[src/rtl/ghost_collision_ctrl.sv]
// Per-frame player vs. ghost collision controller: serial bounding-box scan,
// lives / invulnerability / frightened bookkeeping and sticky game-over.
module ghost_collision_ctrl #(
  parameter int NUM_GHOSTS    = 4,
  parameter int COORD_W       = 10,
  parameter int LIVES         = 3,
  parameter int INVULN_FRAMES = 60,
  parameter int FRIGHT_FRAMES = 360,
  localparam int ID_W = (NUM_GHOSTS > 1) ? $clog2(NUM_GHOSTS) : 1,
  localparam int LW   = $clog2(LIVES + 1)
) (
  input  logic                          Clk,
  input  logic                          Reset,
  input  logic                          frame_tick,
  input  logic                          power_pellet,
  input  logic [COORD_W-1:0]            BallX,
  input  logic [COORD_W-1:0]            BallY,
  input  logic [COORD_W-1:0]            Ball_size,
  input  logic [NUM_GHOSTS*COORD_W-1:0] ghostX,
  input  logic [NUM_GHOSTS*COORD_W-1:0] ghostY,
  input  logic [NUM_GHOSTS*COORD_W-1:0] ghostS,
  input  logic [NUM_GHOSTS-1:0]         ghost_active,
  output logic [LW-1:0]                 lives,
  output logic                          over,
  output logic                          hit_pulse,
  output logic                          eaten_pulse,
  output logic [ID_W-1:0]               eaten_id,
  output logic                          frightened,
  output logic                          invuln,
  output logic                          busy
);

  localparam int FW = $clog2(FRIGHT_FRAMES + 1);
  localparam int IW = $clog2(INVULN_FRAMES + 1);

  typedef enum logic [1:0] {IDLE, SCAN, RESOLVE, DEAD} state_e;

  state_e                  state_q, state_d;
  logic [ID_W-1:0]         idx_q, idx_d, hit_idx_q, hit_idx_d, eaten_id_q, eaten_id_d;
  logic                    hit_found_q, hit_found_d;
  logic                    fright_snap_q, fright_snap_d, invuln_snap_q, invuln_snap_d;
  logic [LW-1:0]           lives_q, lives_d;
  logic                    over_q, over_d, hit_pulse_q, hit_pulse_d;
  logic                    eaten_pulse_q, eaten_pulse_d, busy_q, busy_d;
  logic [FW-1:0]           fright_cnt_q, fright_cnt_d;
  logic [IW-1:0]           invuln_cnt_q, invuln_cnt_d;

  logic [COORD_W-1:0]            bx_q, by_q, bs_q;
  logic [NUM_GHOSTS*COORD_W-1:0] gx_q, gy_q, gs_q;
  logic [NUM_GHOSTS-1:0]         act_q;
  logic                          snap_en;

  logic [COORD_W-1:0] gx_cur, gy_cur, gs_cur;
  logic [COORD_W:0]   ball_x_hi, ball_y_hi, g_x_hi, g_y_hi;
  logic               cur_hit, found_final;
  logic [ID_W-1:0]    idx_final;

  // Overlap evaluated one bit wider than the coordinates so box ends never wrap.
  always_comb begin
    gx_cur    = gx_q[idx_q*COORD_W +: COORD_W];
    gy_cur    = gy_q[idx_q*COORD_W +: COORD_W];
    gs_cur    = gs_q[idx_q*COORD_W +: COORD_W];
    ball_x_hi = {1'b0, bx_q} + {1'b0, bs_q};
    ball_y_hi = {1'b0, by_q} + {1'b0, bs_q};
    g_x_hi    = {1'b0, gx_cur} + {1'b0, gs_cur};
    g_y_hi    = {1'b0, gy_cur} + {1'b0, gs_cur};
    cur_hit   = act_q[idx_q] &&
                ({1'b0, bx_q} <= g_x_hi) && ({1'b0, gx_cur} <= ball_x_hi) &&
                ({1'b0, by_q} <= g_y_hi) && ({1'b0, gy_cur} <= ball_y_hi);
    found_final = hit_found_q || cur_hit;
    idx_final   = hit_found_q ? hit_idx_q : idx_q;
  end

  assign snap_en = (state_q == IDLE) && frame_tick;

  always_comb begin
    // NOTE: every _d gets its hold value first so no path through this block infers a latch.
    state_d       = state_q;
    idx_d         = idx_q;
    hit_idx_d     = hit_idx_q;
    hit_found_d   = hit_found_q;
    fright_snap_d = fright_snap_q;
    invuln_snap_d = invuln_snap_q;
    lives_d       = lives_q;
    over_d        = over_q;
    eaten_id_d    = eaten_id_q;
    fright_cnt_d  = fright_cnt_q;
    invuln_cnt_d  = invuln_cnt_q;
    hit_pulse_d   = 1'b0;
    eaten_pulse_d = 1'b0;

    case (state_q)
      IDLE: begin
        if (frame_tick) begin
          fright_snap_d = (fright_cnt_q != '0);
          invuln_snap_d = (invuln_cnt_q != '0);
          if (fright_cnt_q != '0) fright_cnt_d = fright_cnt_q - FW'(1);
          if (invuln_cnt_q != '0) invuln_cnt_d = invuln_cnt_q - IW'(1);
          idx_d       = '0;
          hit_found_d = 1'b0;
          state_d     = SCAN;
        end
      end
      SCAN: begin
        if (cur_hit && !hit_found_q) begin
          hit_found_d = 1'b1;
          hit_idx_d   = idx_q;
        end
        if (idx_q == ID_W'(NUM_GHOSTS - 1)) begin
          // Outcome is registered here so the pulses appear during RESOLVE.
          state_d = RESOLVE;
          if (found_final && fright_snap_q) begin
            eaten_pulse_d = 1'b1;
            eaten_id_d    = idx_final;
          end else if (found_final && !invuln_snap_q) begin
            hit_pulse_d  = 1'b1;
            lives_d      = lives_q - LW'(1);
            invuln_cnt_d = IW'(INVULN_FRAMES);
            if (lives_q == LW'(1)) over_d = 1'b1;
          end
        end else begin
          idx_d = idx_q + ID_W'(1);
        end
      end
      RESOLVE: state_d = over_q ? DEAD : IDLE;
      default: state_d = DEAD;
    endcase

    if (power_pellet && state_q != DEAD) fright_cnt_d = FW'(FRIGHT_FRAMES);

    busy_d = (state_d == SCAN) || (state_d == RESOLVE);
  end

  // NOTE: the snapshot registers carry no reset; they are only read after a frame_tick reloads them.
  always_ff @(posedge Clk) begin
    if (snap_en) begin
      bx_q  <= BallX;
      by_q  <= BallY;
      bs_q  <= Ball_size;
      gx_q  <= ghostX;
      gy_q  <= ghostY;
      gs_q  <= ghostS;
      act_q <= ghost_active;
    end
  end

  // NOTE: sequential state uses non-blocking assignments so every flop samples pre-edge values.
  always_ff @(posedge Clk) begin
    if (Reset) begin
      state_q       <= IDLE;
      idx_q         <= '0;
      hit_idx_q     <= '0;
      hit_found_q   <= 1'b0;
      fright_snap_q <= 1'b0;
      invuln_snap_q <= 1'b0;
      lives_q       <= LW'(LIVES);
      over_q        <= 1'b0;
      eaten_id_q    <= '0;
      fright_cnt_q  <= '0;
      invuln_cnt_q  <= '0;
      hit_pulse_q   <= 1'b0;
      eaten_pulse_q <= 1'b0;
      busy_q        <= 1'b0;
    end else begin
      state_q       <= state_d;
      idx_q         <= idx_d;
      hit_idx_q     <= hit_idx_d;
      hit_found_q   <= hit_found_d;
      fright_snap_q <= fright_snap_d;
      invuln_snap_q <= invuln_snap_d;
      lives_q       <= lives_d;
      over_q        <= over_d;
      eaten_id_q    <= eaten_id_d;
      fright_cnt_q  <= fright_cnt_d;
      invuln_cnt_q  <= invuln_cnt_d;
      hit_pulse_q   <= hit_pulse_d;
      eaten_pulse_q <= eaten_pulse_d;
      busy_q        <= busy_d;
    end
  end

  assign lives       = lives_q;
  assign over        = over_q;
  assign hit_pulse   = hit_pulse_q;
  assign eaten_pulse = eaten_pulse_q;
  assign eaten_id    = eaten_id_q;
  assign frightened  = (fright_cnt_q != '0);
  assign invuln      = (invuln_cnt_q != '0);
  assign busy        = busy_q;

endmodule
[config.mk]
export PLATFORM = sky130hd
export DESIGN_NAME = ghost_collision_ctrl
export DESIGN_NICKNAME = d
export VERILOG_FILES = /design/src/rtl/ghost_collision_ctrl.sv
export SDC_FILE = /design/constraint.sdc
export NUM_CORES = 1
export LEC_CHECK = 0
export CAP_MARGIN = 10
export CORE_MARGIN = 5
export CORE_UTILIZATION = 45
export DETAILED_ROUTE_END_ITERATION = 8
export PLACE_DENSITY = 0.82
export SLEW_MARGIN = 10
export SYNTH_ARGS = -nofsm -noshare
export SYNTH_HDL_FRONTEND = slang
export SYNTH_SLANG_ARGS = --single-unit
[constraint.sdc]
create_clock -name Clk -period 6.8 [get_ports Clk]
set_input_delay 1.02 -clock Clk [delete_from_list [all_inputs] [get_ports Clk]]
set_output_delay 1.02 -clock Clk [all_outputs]
set_load 0.05 [all_outputs]
==> flow_summary.json, run 1 <==
{
  "grt_setup_unrepaired": "false",
  "antenna_left": 0,
  "viasPerCell": 5.43,
  "fp.dieArea_mm2": 0.0237,
  "ctsHoldBuffers": 0,
  "r2r.worst_path.cells": 18,
  "fin_setup_tns_ns": 0,
  "worst_pin_slew_ns": 0.950,
  "n_antenna_cell": 0,
  "crit_fanout": 24,
  "ys_ff_latch": 186,
  "vias": 6180,
  "cts_made_buffers": 17,
  "fin_crit_sh": 0.785,
  "crit_start": "idx_q[0]",
  "synth_area_mm2": 0.00935,
  "cts_setup_buffers": 0,
  "clock.fmax_mhz": 187,
  "gr-usage-all-layers": 0.183,
  "rr_endpoint": "lives[0]",
  "cts_root_buf": "clkbuf_16",
  "cp-end-kind": "flop",
  "insertion_delay_ns": 0.43,
  "synth_cells": 679,
  "clock_skew_ns": 0.0110,
  "hpwl_um": 16400,
  "min_path_type": "reg2reg",
  "cts_tree": "built",
  "crit_arrival_ns": 5.69,
  "place_ws_ns": 1.46,
  "p_leak_nw": 4.35,
  "portBuffers": 167,
  "rows": 52,
  "ios": 168,
  "synth_edf_count": 154,
  "ctsResizeCount": 0,
  "cp_common_cell": "a21o_1",
  "multi_input_area_mm2": 0.00389,
  "drv_slew": 0,
  "initial_core_util": 0.459,
  "grt_overflow_total": 0,
  "grt_max_degree": 89,
  "gp_congestion": 0.895,
  "grt_pass1_wl_um": 33900,
  "crit_chain": "buf_4 -> mux4_2 -> ha_1 -> o21ai_1 -> a21oi_1 -> o21ai_0 -> nand2b_1 -> a21o_1 -> a21oi_1 -> xnor2_1 -> ha_1 -> a21o_1 -> a21o_1 -> nor3_1 -> o32ai_2 -> o31a_4 -> nor2b_1 -> mux2i_1",
  "period_minus_slack_ns": 5.34,
  "powerDensity_mw_per_mm2": 267,
  "h-tree-depth": 4,
  "final.setup.worst_slack_ns": 1.46,
  "timing.rr.start": "idx_q[0]",
  "antenna_found_initial": 0,
  "synthFlopType": "edfxtp_1",
  "final_nets": 1101,
  "finalSetupViolations": 0,
  "die_y_um": 154,
  "clock_sink_count": 186,
  "cts_buffer_depth": 2,
  "synth.net_count": 925,
  "drcViolationCount": 0,
  "grt_pass1_vias": 6402,
  "wire_per_inst_um": 19.0,
  "ys.warnings.count": 0,
  "area_growth_pct": 27.5,
  "async_flop_share": 0,
  "drtIter0Drc": 503,
  "dr.pass1.iters": 7,
  "post_synth.cell_area_avg_um2": 13.8,
  "die_w_um": 154,
  "regArea_mm2": 0.00527,
  "r2r_slack_ns": 1.46,
  "synth-seq-area-share": 0.563,
  "status": "complete, no violations",
  "max_slew_margin": 0.367,
  "vdd_ir_drop_max_v": 0.000188,
  "final_hold_viol_count": 0,
  "path_class": "reg2reg",
  "drive_above_1_share": 0.0841,
  "core_area_mm2": 0.0204,
  "crit_end": "lives[0]",
  "cts.clk_slew.worst_paths_ns": 0.07,
  "worstSetupStartpointType": "flop",
  "cap_violations": 0,
  "ys_types": 62,
  "critical-path-max-stage-delay_ns": 0.85,
  "wirelength_um": 21700,
  "cpMaxStageDelayCell": "dfxtp_2",
  "worstPathRequired_ns": 7.15,
  "fillCellCount": 1584
}
-- flip-flops by register name, summed over array words and instances, names as in the netlist --
name           flops
hit_pulse          1
invuln_snap_q      1
eaten_id           2
lives              2
fright_cnt_q       9
bx_q              10
gy_q              40
act_q              4
hit_found_q        1
idx_q              2
over               1
hit_idx_q          2
state_q            2
bs_q              10
eaten_pulse        1
busy               1
gx_q              40
gs_q              40
by_q              10
fright_snap_q      1
invuln_cnt_q       6
-- placed cells by master, fill, tap and decap left out, drive strengths merged, types with 3 or more instances in the layout --
cell type | netlist | routed
and3 | 3 | 3
mux4 | 31 | 31
a21o | 11 | 11
buf | 9 | 3
mux2i | 8 | 8
xor2 | 11 | 11
nor2 | 32 | 32
a21boi | 3 | 3
a21oi | 49 | 49
nand4 | 8 | 8
a211oi | 9 | 9
fa | 4 | 4
or3 | 9 | 9
ha | 84 | 84
nor3 | 17 | 17
nand2 | 24 | 24
clkinvlp | 0 | 3
o31a | 3 | 3
edfxtp | 154 | 154
nor2b | 7 | 7
xnor2 | 20 | 20
o211ai | 5 | 5
and2 | 4 | 4
nor4 | 5 | 5
nand2b | 13 | 13
o21ai | 24 | 24
nand3 | 12 | 12
clkbuf | 4 | 17
dfxtp | 32 | 32
clkdlybuf4s50 | 0 | 167
clkinv | 0 | 4
nand3b | 8 | 8
inv | 34 | 40
o21bai | 7 | 7
nor3b | 4 | 4
-- per-layer routing --
metal  GRT usage  wire length (um)  vias to the layer above  part of all wire
li1            -                 -                     2999                 -
met1       0.231              9040                     2976              0.42
met2       0.319             11200                      187              0.52
met3      0.0424              1190                       18             0.055
met4      0.0429               236                        0             0.011
met5           0                 0                        -                 0
-- worst min path at each step --
stage | startpoint | end | slack, ns | depth (start not counted)
floorplan | invuln_snap_q | invuln_snap_q | 0.44 | 2
finish | invuln_snap_q | invuln_snap_q | 0.46 | 2
detailed placement | invuln_snap_q | invuln_snap_q | 0.45 | 2
CTS | invuln_snap_q | invuln_snap_q | 0.46 | 2
global placement | invuln_snap_q | invuln_snap_q | 0.44 | 2
global route | invuln_snap_q | invuln_snap_q | 0.50 | 2
-- stage by stage --
step / hold slack, ns / cell area (um^2) / utilization / std cells / power (mW)
after detailed placement: 0.450 / 11300 / 0.556 / 1106 / 2.21
after floorplan: 0.437 / 9350 / - / 679 / 1.95
after CTS: 0.460 / 11900 / 0.585 / 1138 / 3.20
after global placement: 0.445 / 11300 / 0.556 / 1106 / 2.19
after global routing: 0.497 / 11900 / 0.585 / 1138 / 3.35
final: 0.464 / 11900 / 0.585 / 1138 / 3.19
-- power by group --
| part | switching (mW) | leakage, nW | internal (mW) |
|---|---|---|---|
| Combinational | 0.430 | 2.34 | 0.389 |
| Sequential | 0.0552 | 1.73 | 1.32 |
| Clock | 0.439 | 0.281 | 0.549 |
-- synthesized netlist by cell type, drive strengths merged (4+ instances only) --
cell type	count	area (um^2)
a21o	11	82.6
o21bai	7	52.6
nand3	12	60.1
o21ai	24	120
buf	9	45.0
nand2	24	90.1
nor4	5	37.5
nor2	32	120
edfxtp	154	4620
nor2b	7	43.8
clkbuf	4	15.0
xor2	11	96.3
a211oi	9	72.6
nand4	8	50.1
or3	9	56.3
ha	84	1050
dfxtp	32	641
mux4	31	698
nor3	17	85.1
nand2b	13	81.3
fa	4	80.1
nand3b	8	60.1
nor3b	4	30.0
and2	4	25.0
o211ai	5	37.5
a21oi	49	245
mux2i	8	80.1
xnor2	20	175
inv	34	128
-- cells by family after synthesis --
kind of cell / count (synthesis) / share of synthesized area
adders and majority gates: 88 / 0.121
xor gates and xnor gates: 31 / 0.0291
AOI/OAI and AO/OA: 135 / 0.0957
DFF: 186 / 0.563
muxes: 39 / 0.0833
and+or+nand+nor: 153 / 0.0874
buffers and inverters: 47 / 0.0201
-- final cells by class --
type                            count  share of cell area
Inverter                           34              0.0111
Sequential cell                   186               0.442
Multi-Input combinational cell    446               0.327
Clock inverter                     15              0.0138
Clock buffer                       17              0.0357
Tap cell                          270              0.0284
Timing Repair Buffer              170               0.142
-- critical path: cells and delay by family, from the launching register on --
family,cells,cell delay (ns)
AOI/OAI and AO/OA,9,1.65
xor gates and xnor gates,1,0.15
adders and majority gates,2,0.60
buffers and inverters,1,0.41
and+or+nand+nor,3,0.73
DFF,1,0.85
muxes,2,0.83
No activity file was read; power rests on OpenSTA's default activity.
==> run 2, diff against run 1 <==
==> constraint.sdc (replaced) <==
create_clock -name Clk -period 5.5 [get_ports Clk]
set_input_delay 0.825 -clock Clk [delete_from_list [all_inputs] [get_ports Clk]]
set_output_delay 0.825 -clock Clk [all_outputs]
set_load 0.05 [all_outputs]
==> run 2 against run 1 <==
Effect of this change:
- sequential power increased by 23%
- maximum frequency increased by 6.9%
- non-clock buffer count increased by 2
- clock power grew 22%
- sequential share of layout area did not move
- critical path type unchanged
==> flow_summary.json, run 2 (synthesized netlist as in run 1, its figures left out) <==
{
  "r2r.worst_path.cells": 17,
  "final_common_cell": "clkdlybuf4s50_1",
  "grt_setup_unrepaired": "false",
  "timing.rr.start": "idx_q[0]",
  "fp.dieArea_mm2": 0.0237,
  "ios": 168,
  "cp-end-kind": "flop",
  "status": "complete, no violations",
  "min_path_type": "reg2reg",
  "worstPathRequired_ns": 5.86,
  "cts.clk_slew.worst_paths_ns": 0.07,
  "final_nets": 1103,
  "drive_above_1_share": 0.0828,
  "drv_slew": 0,
  "crit_buf_inv": 1,
  "max_slew_margin": 0.243,
  "clock.fmax_mhz": 200,
  "rows": 52,
  "die_y_um": 154,
  "die_w_um": 154,
  "cap_violations": 0,
  "portBuffers": 167,
  "worst_pin_slew_ns": 1.13,
  "gp_congestion": 0.879,
  "drtIter0Drc": 491,
  "hpwl_um": 16500,
  "worstSetupStartpointType": "flop",
  "n_antenna_cell": 0,
  "dr.pass1.iters": 5,
  "critical-path-max-stage-delay_ns": 0.63,
  "layoutNonFillerInstCount": 1140,
  "final_cell_mix": "clkdlybuf4s50_1 (167), edfxtp_1 (154), ha_1 (84)",
  "powerDensity_mw_per_mm2": 329,
  "cts_root_buf": "clkbuf_16",
  "fin_crit_sh": 0.907,
  "cts_setup_buffers": 0,
  "h-tree-depth": 4,
  "antenna_found_initial": 0,
  "wirelength_um": 21500,
  "cts_tree": "built",
  "period_minus_slack_ns": 4.99,
  "crit_start": "idx_q[0]",
  "crit_fanout": 15,
  "final_hold_viol_count": 0,
  "drcViolationCount": 0,
  "vias": 6204,
  "p_leak_nw": 4.36,
  "reg.largest.list": "gs_q: 40 flops, gx_q: 40 flops, gy_q: 40 flops",
  "rr_endpoint": "lives[1]",
  "grt_pass1_vias": 6462,
  "grt_max_degree": 86,
  "finalSetupViolations": 0,
  "whs_ns": 0.455,
  "crit_chain": "buf_4 -> mux4_2 -> ha_1 -> a21oi_1 -> o21bai_1 -> a21oi_1 -> o21ai_0 -> mux2i_1 -> and3_1 -> ha_1 -> nand3_1 -> or3_1 -> o211ai_1 -> a211oi_1 -> o31a_4 -> nor2b_1 -> mux2i_1",
  "cp_top_family": "compound AO/OA/AOI/OAI gates",
  "crit_end": "lives[1]",
  "cp_num_cells": 17,
  "crit_arrival_ns": 5.35,
  "r2r_slack_ns": 0.51,
  "grt_pass1_wl_um": 34400,
  "fillCellCount": 1564,
  "grt_overflow_total": 0,
  "cpMaxStageDelayCell": "dfxtp_2",
  "cts_made_buffers": 17,
  "wire_per_inst_um": 18.9,
  "clock_skew_ns": 0.00857,
  "ctsResizeCount": 0,
  "antenna_left": 0,
  "worstHoldStart": "invuln_snap_q",
  "dp_cells": 1108,
  "vdd_ir_drop_max_v": 0.000278,
  "insertion_delay_ns": 0.43,
  "area_growth_pct": 27.5,
  "initial_core_util": 0.459,
  "viasPerCell": 5.44,
  "path_class": "reg2reg",
  "clock_sink_count": 186,
  "ctsHoldBuffers": 0,
  "fin_setup_tns_ns": 0,
  "core_area_mm2": 0.0204,
  "gr-usage-all-layers": 0.185,
  "cts_buffer_depth": 2
}
-- run 2: layer usage --
metal | track usage | part of all wire
met1 | 0.238 | 0.42
met2 | 0.312 | 0.50
met3 | 0.0447 | 0.062
met4 | 0.0585 | 0.021
met5 | 0 | 0
-- run 2: area by class of cell --
class | count | area (um^2) | area share
sequential | 186 | 5270 | 0.442
multi-input combinational | 446 | 3890 | 0.327
timing repair buffer | 172 | 1710 | 0.143
clock buffer | 18 | 429 | 0.0360
tap | 270 | 338 | 0.0284
clock inverter | 14 | 145 | 0.0122
inverter | 34 | 133 | 0.0111
-- run 2: worst min-delay path by stage --
stage	endpoint	slack, ns	cells past startpoint
after floorplan	invuln_snap_q	0.44	2
after global placement	invuln_snap_q	0.44	2
after detailed placement	invuln_snap_q	0.45	2
after CTS	invuln_snap_q	0.46	2
after global routing	invuln_snap_q	0.48	2
final	invuln_snap_q	0.46	2
-- run 2: worst min-delay path, cell delays in order, from the launching register on --
cell and delay, ns:
dfxtp_1 0.31, nand2_1 0.05, a21oi_1 0.05
-- run 2: power by group --
part | total, mW | leakage, nW | switching, mW | internal [mW]
clock | 1.20 | 0.280 | 0.532 | 0.672
combinational | 1.01 | 2.35 | 0.531 | 0.484
sequential | 1.70 | 1.73 | 0.0627 | 1.64
total | 3.92 | 4.36 | 1.13 | 2.79
-- run 2: per-stage QoR --
stage          cell area [um^2]  worst slack, ns  total power, mW  utilization
5_1_grt                   11900           0.0648             4.13        0.585
4_1_cts                   11900            0.440             3.94        0.585
2_1_floorplan              9350            0.688             2.41            -
3_5_place_dp              11300            0.470             2.73        0.557
6_report                  11900            0.510             3.92        0.585
3_3_place_gp              11300            0.628             2.70        0.557
